## config.mk

```make
export PLATFORM = sky130hd
export DESIGN_NAME = rom_download_ctrl
export DESIGN_NICKNAME = d
export VERILOG_FILES = /design/src/rtl/blockade_dl_pkg.sv /design/src/rtl/dl_fifo.sv /design/src/rtl/rom_download_ctrl.sv
export SDC_FILE = /design/constraint.sdc
export NUM_CORES = 1
export LEC_CHECK = 0
export CAP_MARGIN = 10
export CORE_MARGIN = 2
export CORE_UTILIZATION = 40
export CTS_CLUSTER_DIAMETER = 60
export DETAILED_ROUTE_END_ITERATION = 10
export GPL_ROUTABILITY_DRIVEN = 0
export PLACE_DENSITY = 0.6
export SYNTH_ARGS = -nofsm -noshare
export SYNTH_HDL_FRONTEND = slang
export SYNTH_SLANG_ARGS = --single-unit
export TNS_END_PERCENT = 50
```

## constraint.sdc

```tcl
create_clock -name clk_4m -period 3.18 [get_ports clk_4m]
set_clock_uncertainty 0.15 [all_clocks]
set_input_delay 0.795 -clock clk_4m [delete_from_list [all_inputs] [get_ports clk_4m]]
set_output_delay 0.795 -clock clk_4m [all_outputs]
set_load 0.005 [all_outputs]
```

## src/rtl/blockade_dl_pkg.sv

```systemverilog
// ---------------------------------------------------------------------------
// blockade_dl_pkg
// Shared types and constants for the blockade ROM download path.
//   dl_state_t   : one-hot download sequencer states
//   DL_ADDR_W    : default ROM write address width
//   DL_ROM_INDEX : default ioctl_index that selects the ROM image
//   dl_cnt_w()   : width of an occupancy counter able to hold 0..depth
// ---------------------------------------------------------------------------
package blockade_dl_pkg;

    localparam int         DL_ADDR_W    = 14;
    localparam logic [7:0] DL_ROM_INDEX = 8'd0;

    typedef enum logic [4:0] {
        IDLE  = 5'b00001,
        LOAD  = 5'b00010,
        DRAIN = 5'b00100,
        HOLD  = 5'b01000,
        RUN   = 5'b10000
    } dl_state_t;

    // The count must reach 'depth' itself, so one bit more than the pointer.
    function automatic int dl_cnt_w(input int depth);
        return $clog2(depth) + 1;
    endfunction

endpackage

```

## src/rtl/dl_fifo.sv

```systemverilog
// ---------------------------------------------------------------------------
// dl_fifo
// Synchronous FIFO holding {address, byte} tuples between the ioctl side and
// the ROM sink. Head entry is presented combinationally on dout.
// Ports:
//   clk_4m, reset : clock, synchronous active-high reset (empties the FIFO)
//   push, din     : write din when push=1 and not full
//   pop, dout     : dout is the head entry; pop=1 and not empty retires it
//   count         : current occupancy 0..DEPTH
//   full, empty   : occupancy flags
// ---------------------------------------------------------------------------
module dl_fifo #(
    parameter int WIDTH = 22,
    parameter int DEPTH = 4,
    parameter int CNT_W = 3
) (
    input  logic             clk_4m,
    input  logic             reset,
    input  logic             push,
    input  logic             pop,
    input  logic [WIDTH-1:0] din,
    output logic [WIDTH-1:0] dout,
    output logic [CNT_W-1:0] count,
    output logic             full,
    output logic             empty
);

    localparam int PTR_W = $clog2(DEPTH);

    logic [WIDTH-1:0] mem [DEPTH];
    logic [PTR_W-1:0] wr_ptr;
    logic [PTR_W-1:0] rd_ptr;
    logic             push_ok;
    logic             pop_ok;

    assign full    = (count == CNT_W'(DEPTH));
    assign empty   = (count == '0);
    assign push_ok = push && !full;
    assign pop_ok  = pop && !empty;
    assign dout    = mem[rd_ptr];

    // NOTE: storage is deliberately left out of reset; the pointers and count
    // alone define which entries are valid, so the array can map onto plain RAM.
    always_ff @(posedge clk_4m) begin
        if (push_ok) begin
            mem[wr_ptr] <= din;
        end
    end

    // NOTE: sequential state uses non-blocking assignments so every register
    // in the block samples pre-edge values regardless of statement order.
    always_ff @(posedge clk_4m) begin
        if (reset) begin
            wr_ptr <= '0;
            rd_ptr <= '0;
            count  <= '0;
        end else begin
            if (push_ok) begin
                wr_ptr <= wr_ptr + PTR_W'(1);
            end
            if (pop_ok) begin
                rd_ptr <= rd_ptr + PTR_W'(1);
            end
            case ({push_ok, pop_ok})
                2'b10:   count <= count + CNT_W'(1);
                2'b01:   count <= count - CNT_W'(1);
                default: count <= count;
            endcase
        end
    end

endmodule

```

## src/rtl/rom_download_ctrl.sv

```systemverilog
// ---------------------------------------------------------------------------
// rom_download_ctrl
// Sequences the HPS ioctl ROM download into the blockade core load port.
// Matching bytes (ioctl_index == ROM_INDEX, address inside the image) pass
// through a one-stage input register and a small FIFO to a registered
// dn_addr/dn_data/dn_wr handshake. ioctl_wait throttles the host when the
// sink stalls, and core_reset is held from download start until the load
// has drained and RELEASE_DELAY further cycles have passed.
//
// Optional feature: define ROM_CHECKSUM_EN to add an 8-bit running sum of
// every byte the sink accepts, exposed on the checksum port.
//
// Ports:
//   clk_4m, reset   : clock, synchronous active-high reset
//   ioctl_download  : host download window
//   ioctl_wr        : one-cycle byte strobe
//   ioctl_addr      : byte address (25 bits)
//   ioctl_dout      : byte data
//   ioctl_index     : image selector
//   ioctl_wait      : host must hold off the next ioctl_wr
//   dn_addr/dn_data : ROM write address / data to the core
//   dn_wr           : write valid, held until dn_ready
//   dn_ready        : sink accepts the write this cycle
//   core_reset      : reset to the blockade core
//   rom_loaded      : a complete image is resident
//   load_error      : sticky overflow / out-of-range flag
//   checksum        : byte sum of the accepted image (ROM_CHECKSUM_EN only)
// ---------------------------------------------------------------------------
module rom_download_ctrl
    import blockade_dl_pkg::*;
#(
    parameter int         FIFO_DEPTH    = 4,
    parameter int         ADDR_W        = DL_ADDR_W,
    parameter int         ROM_BYTES     = 16384,
    parameter logic [7:0] ROM_INDEX     = DL_ROM_INDEX,
    parameter int         RELEASE_DELAY = 16
) (
    input  logic              clk_4m,
    input  logic              reset,
    input  logic              ioctl_download,
    input  logic              ioctl_wr,
    input  logic [24:0]       ioctl_addr,
    input  logic [7:0]        ioctl_dout,
    input  logic [7:0]        ioctl_index,
    output logic              ioctl_wait,
    output logic [ADDR_W-1:0] dn_addr,
    output logic [7:0]        dn_data,
    output logic              dn_wr,
    input  logic              dn_ready,
    output logic              core_reset,
    output logic              rom_loaded,
    output logic              load_error
`ifdef ROM_CHECKSUM_EN
    ,
    output logic [7:0]        checksum
`endif
);

    localparam int                ENTRY_W    = ADDR_W + 8;
    localparam int                CNT_W      = dl_cnt_w(FIFO_DEPTH);
    localparam int                DLY_W      = $clog2(RELEASE_DELAY + 1);
    localparam logic [24:0]       ROM_LIMIT  = 25'(ROM_BYTES);
    localparam logic [CNT_W-1:0]  WAIT_LEVEL = CNT_W'(FIFO_DEPTH - 1);
    localparam logic [DLY_W-1:0]  DELAY_LOAD = DLY_W'(RELEASE_DELAY - 1);

    dl_state_t          state;
    logic [DLY_W-1:0]   delay_cnt;

    // Edge detectors for the download window
    logic               match_q;
    logic               download_q;

    // Input register: one accepted byte in flight toward the FIFO
    logic               in_wr_q;
    logic [ADDR_W-1:0]  in_addr_q;
    logic [7:0]         in_data_q;

    // FIFO interface
    logic [ENTRY_W-1:0] fifo_dout;
    logic [CNT_W-1:0]   fifo_count;
    logic               fifo_full;
    logic               fifo_empty;

    // Combinational decode
    logic               match;
    logic               load_entry;
    logic               addr_ok;
    logic               in_sample;
    logic               oor_wr;
    logic               overflow;
    logic               push;
    logic               pop;
    logic               drain_done;
    logic [CNT_W-1:0]   count_nxt;

    // NOTE: every signal gets a default first, so no path through this block
    // can leave a value unassigned and infer a latch.
    always_comb begin
        match      = 1'b0;
        load_entry = 1'b0;
        addr_ok    = 1'b0;
        in_sample  = 1'b0;
        oor_wr     = 1'b0;
        overflow   = 1'b0;
        push       = 1'b0;
        pop        = 1'b0;
        drain_done = 1'b0;
        count_nxt  = fifo_count;

        match      = ioctl_download && (ioctl_index == ROM_INDEX);
        load_entry = match && !match_q && ((state == IDLE) || (state == RUN));

        addr_ok    = (ioctl_addr < ROM_LIMIT);
        in_sample  = (state == LOAD) && ioctl_wr && addr_ok;
        oor_wr     = (state == LOAD) && ioctl_wr && !addr_ok;

        // A byte already in the input register is lost only if the FIFO is
        // full; a same-cycle pop does not rescue it.
        overflow   = in_wr_q && fifo_full;
        push       = in_wr_q && !fifo_full;

        // The output register refills whenever it is free or being accepted.
        pop        = !fifo_empty && (!dn_wr || dn_ready);

        count_nxt  = fifo_count + CNT_W'(push) - CNT_W'(pop);

        drain_done = fifo_empty && !dn_wr && !in_wr_q;
    end

    dl_fifo #(
        .WIDTH (ENTRY_W),
        .DEPTH (FIFO_DEPTH),
        .CNT_W (CNT_W)
    ) u_fifo (
        .clk_4m (clk_4m),
        .reset  (reset),
        .push   (push),
        .pop    (pop),
        .din    ({in_addr_q, in_data_q}),
        .dout   (fifo_dout),
        .count  (fifo_count),
        .full   (fifo_full),
        .empty  (fifo_empty)
    );

    always_ff @(posedge clk_4m) begin
        if (reset) begin
            state      <= IDLE;
            delay_cnt  <= '0;
            match_q    <= 1'b0;
            download_q <= 1'b0;
            in_wr_q    <= 1'b0;
            in_addr_q  <= '0;
            in_data_q  <= '0;
            ioctl_wait <= 1'b0;
            dn_addr    <= '0;
            dn_data    <= '0;
            dn_wr      <= 1'b0;
            core_reset <= 1'b1;
            rom_loaded <= 1'b0;
            load_error <= 1'b0;
`ifdef ROM_CHECKSUM_EN
            checksum   <= '0;
`endif
        end else begin
            match_q    <= match;
            download_q <= ioctl_download;

            in_wr_q <= in_sample;
            if (in_sample) begin
                in_addr_q <= ioctl_addr[ADDR_W-1:0];
                in_data_q <= ioctl_dout;
            end

            // Output register: stable while dn_wr=1 and the sink stalls.
            if (pop) begin
                dn_wr   <= 1'b1;
                dn_addr <= fifo_dout[ENTRY_W-1:8];
                dn_data <= fifo_dout[7:0];
            end else if (dn_ready) begin
                dn_wr   <= 1'b0;
            end

            // Raised as soon as the post-edge occupancy reaches DEPTH-1, so
            // the one byte already sampled into the input register still fits.
            ioctl_wait <= ((state == LOAD) || (state == DRAIN)) &&
                          (count_nxt >= WAIT_LEVEL);

            if (load_entry) begin
                load_error <= 1'b0;
            end else if (oor_wr || overflow) begin
                load_error <= 1'b1;
            end

`ifdef ROM_CHECKSUM_EN
            if (load_entry) begin
                checksum <= '0;
            end else if (dn_wr && dn_ready) begin
                checksum <= checksum + dn_data;
            end
`endif

            case (state)
                IDLE: begin
                    if (load_entry) begin
                        state      <= LOAD;
                        core_reset <= 1'b1;
                        rom_loaded <= 1'b0;
                    end
                end
                LOAD: begin
                    if (download_q && !ioctl_download) begin
                        state <= DRAIN;
                    end
                end
                DRAIN: begin
                    if (drain_done) begin
                        state     <= HOLD;
                        delay_cnt <= DELAY_LOAD;
                    end
                end
                HOLD: begin
                    if (delay_cnt == '0) begin
                        state      <= RUN;
                        core_reset <= 1'b0;
                        rom_loaded <= 1'b1;
                    end else begin
                        delay_cnt <= delay_cnt - DLY_W'(1);
                    end
                end
                RUN: begin
                    if (load_entry) begin
                        state      <= LOAD;
                        core_reset <= 1'b1;
                        rom_loaded <= 1'b0;
                    end
                end
                default: begin
                    state <= IDLE;
                end
            endcase
        end
    end

endmodule
```

==> results of run 1 <==
-- worst max-delay path, stage by stage --
cell and delay (ns):
clkdlybuf4s50_1 0.39, nand2b_1 0.15, nand2_1 0.08, inv_1 0.08, ha_1 0.28, inv_1 0.04
ha_1 0.18, fa_1 0.38, xor2_1 0.16, xnor2_1 0.13, a21oi_1 0.12, nor3_1 0.06
-- cell type report --
type	count	area, um^2	area share, %
Inverter	15	56.3	0.735
Clock inverter	5	77.6	1.01
Tap cell	188	235	3.07
Sequential cell	157	4020	52.5
Clock buffer	26	531	6.92
Multi-Input combinational cell	267	1910	24.9
Timing Repair Buffer	87	828	10.8
-- stage by stage --
step | instances | total power, mW
floorplan | 467 | 3.24
global placement | 714 | 3.72
CTS | 745 | 5.81
global route | 745 | 6.03
finish | 745 | 5.73
detailed placement | 714 | 3.76
-- kinds of logic (layout without fill, tap and decap cells) --
| logic type | Yosys count | after routing | synth area share [%] |
|---|---|---|---|
| buffers and inverters | 43 | 133 | 3.01 |
| DFF | 157 | 157 | 65.8 |
| and+or+nand+nor | 130 | 130 | 10.5 |
| xor gates and xnor gates | 8 | 8 | 1.14 |
| adders and majority gates | 11 | 11 | 2.49 |
| muxes | 24 | 24 | 8.44 |
| AOI/OAI and AO/OA | 94 | 94 | 8.61 |
-- worst min-delay path by stage --
stage,to,start,slack (ns)
2_1_floorplan,dn_addr[0]$_SDFFE_PP0P_,dn_addr[0]$_SDFFE_PP0P_,0.30
3_3_place_gp,dn_addr[10]$_SDFFE_PP0P_,dn_addr[10]$_SDFFE_PP0P_,0.29
3_5_place_dp,dn_data[7]$_SDFFE_PP0P_,dn_data[7]$_SDFFE_PP0P_,0.30
4_1_cts,dn_addr[1]$_SDFFE_PP0P_,dn_addr[1]$_SDFFE_PP0P_,0.30
5_1_grt,dn_addr[11]$_SDFFE_PP0P_,dn_addr[11]$_SDFFE_PP0P_,0.33
6_report,dn_data[1]$_SDFFE_PP0P_,dn_data[1]$_SDFFE_PP0P_,0.30
-- synth_stat cells (2+ instances only) --
library cell  instances
a21o_1                2
a21oi_1              53
a2bb2oi_1             2
and2_1                6
and3_1                5
buf_1                 3
buf_2                 4
clkbuf_1             19
dfxtp_1              69
edfxtp_1             88
fa_1                  2
ha_1                  9
inv_1                15
mux4_2               22
nand2_1              48
nand2b_1              3
nand3_1              26
nor2_1               18
nor2b_1               2
nor3_1                7
nor4_1                7
o21ai_0              24
or3_1                 3
xnor2_1               4
xor2_1                4
-- metal layers --
layer | vias up | global-route usage (%) | routed length (um)
met4 | 0 | 5.62 | 144
met2 | 97 | 29.1 | 6560
met5 | - | 0 | 0
li1 | 1876 | - | -
met3 | 11 | 4.09 | 632
met1 | 1941 | 21.4 | 5790
-- where the power goes --
part           internal, mW  switching [mW]  leakage, nW
combinational         0.652           0.719        0.929
clock                  1.30           0.754        0.298
sequential             2.24          0.0713         1.48
-- sequential cells by signal, indices dropped and copies added, names as in the netlist --
signal and cells:
u_fifo.rd_ptr 2, in_data_q 8, dn_data 8, u_fifo.count 3, u_fifo.mem 88, state 5
in_wr_q 1, load_error 1, dn_addr 14, core_reset 1, ioctl_wait 1, match_q 1
download_q 1, dn_wr 1, u_fifo.wr_ptr 2, rom_loaded 1, delay_cnt 5, in_addr_q 14
==> summary.md, run 1 <==
| Metric | Value |
|---|---|
| Arrival @ worst endpoint | `2.86 ns` |
| Leakage | `2.71 nW` |
| Crit path time final | `2.73 ns` |
| Worst reg2reg setup slack | `0.49 ns` |
| RR Startpoint | `u_fifo.count[2]$_SDFFE_PP0P_` |
| Layout cells sized above 1 | `13.3%` |
| CTS sink cnt | `157` |
| Setup TNS | `0 ns` |
| FILL cells | `1,297` |
| Min-delay worst type | `register to register` |
| Post_cts resized | `0` |
| Global-route wire length before repair | `20,900 um` |
| Final worst slack | `0.446 ns` |
| Post-synth top area share | `43.2%` |
| Synth Instances | `467` |
| Post-Syn Area per Cell | `13.1 um^2` |
| RSZ-0062 raised after global routing | `no` |
| I/O Buffers | `72` |
| Synth area leaders | `edfxtp_1, dfxtp_1, mux4_2` |
| Slew @ Worst Pin | `0.737 ns` |
| Final wirelength | `13,100 um` |
| Slew HR | `50.4%` |
| Final period util | `86.0%` |
| PwrDens | `748 nW/um^2` |
| Final setup viols | `0` |
| Mapped Nets | `524` |
| Synth-to-layout area growth | `25.2%` |
| Initial drt markers | `319` |
| FP Rows | `45` |
| Final Max Tran Viols | `0` |
| Reg2Reg Depth | `11` |
| Die height | `128 um` |
| H-tree depth | `4` |
| First drt pass iteration count | `4` |
| Area post-placement | `7060 um^2` |
| Clock Tree Buf Depth | `2` |
| Clk Latency, worst-skew pair | `0.42 ns` |
| Via count | `3,925` |
| Async SR Flop Fraction | `0%` |
| Routed length per instance | `17.6 um` |
| Final global-route overflow total | `0` |
| Yosys reg bits | `157` |
| Nets@finish | `602` |
| Layout Utilization | `50.8%` |
| Fmax | `366 MHz` |
| Commonest cells after routing, fill and taps aside | `edfxtp_1, clkdlybuf4s50_1, dfxtp_1` |
| Cell Area, Synth | `6120 um^2` |
| Number of global-route vias before repair | `4,059` |
| CTS tree | `built` |
| Vias/cell | `5.27` |
| Status | `finished, final reports clean` |
| Peak supply drop | `0.472 mV` |
| Post-CTS Setup Bufs | `0` |
| Half-perimeter wire length after placement | `7880 um` |
| YS warnings | `0` |
| Dpl ws | `0.00799 ns` |
| I/O Pins | `73` |
| Initial Util | `40.6%` |
| Endpoints failing hold | `0` |
| Most common cell after layout, fill and taps aside | `edfxtp_1` |
| Antenna Cells | `0` |
| FF-to-FF End | `ioctl_wait$_SDFF_PP0_` |
| Worst setup path start | `dn_ready` |
| Register area share after synthesis | `65.8%` |
| Inserted Clock Buffers | `17` |
| Critical path fanouts, max | `3` |
| Worst Setup End Kind | `register` |
| Pin count of the biggest net entering global routing | `38` |
| Hold Crit Depth | `2` |
| Routed Antenna Nets | `0` |
| Clk slew on worst S/H paths | `0.06 ns` |
| Synth area leader | `edfxtp_1` |
| Final instance area | `7660 um^2` |
| Max_cap viols | `0` |
| GRT Overall Usage | `17.0%` |
| Synth cell types | `47` |
| Main synth FF type | `edfxtp_1` |
| Worst setup path end | `ioctl_wait$_SDFF_PP0_` |
| Critical Setup Path Class | `input port to register` |
| Die W | `128 um` |
| Hold_ws | `0.301 ns` |
| Root Driver | `clkbuf_16` |
| Startpoint types | `input port` |
| Post-synth EDFFs | `88` |
| Antenna violations before repair | `0` |
| Die Footprint | `16,300 um^2` |
| Critical Path RT | `3.31 ns` |
| # DRC | `0` |
| CTS Hold Bufs | `0` |
| Core area | `15,100 um^2` |
Power figures use the tool's default switching activity.
==> inputs of run 2 (changes only) <==
--- a/config.mk
+++ b/config.mk
@@ -5,6 +5,7 @@
 export SDC_FILE = /design/constraint.sdc
 export NUM_CORES = 1
 export LEC_CHECK = 0
+export ABC_CLOCK_PERIOD_IN_PS = 3180
 export CAP_MARGIN = 10
 export CORE_MARGIN = 2
 export CORE_UTILIZATION = 40
==> results of run 2 <==
The final DEF is identical to that of run 1; final timing and power are the same.
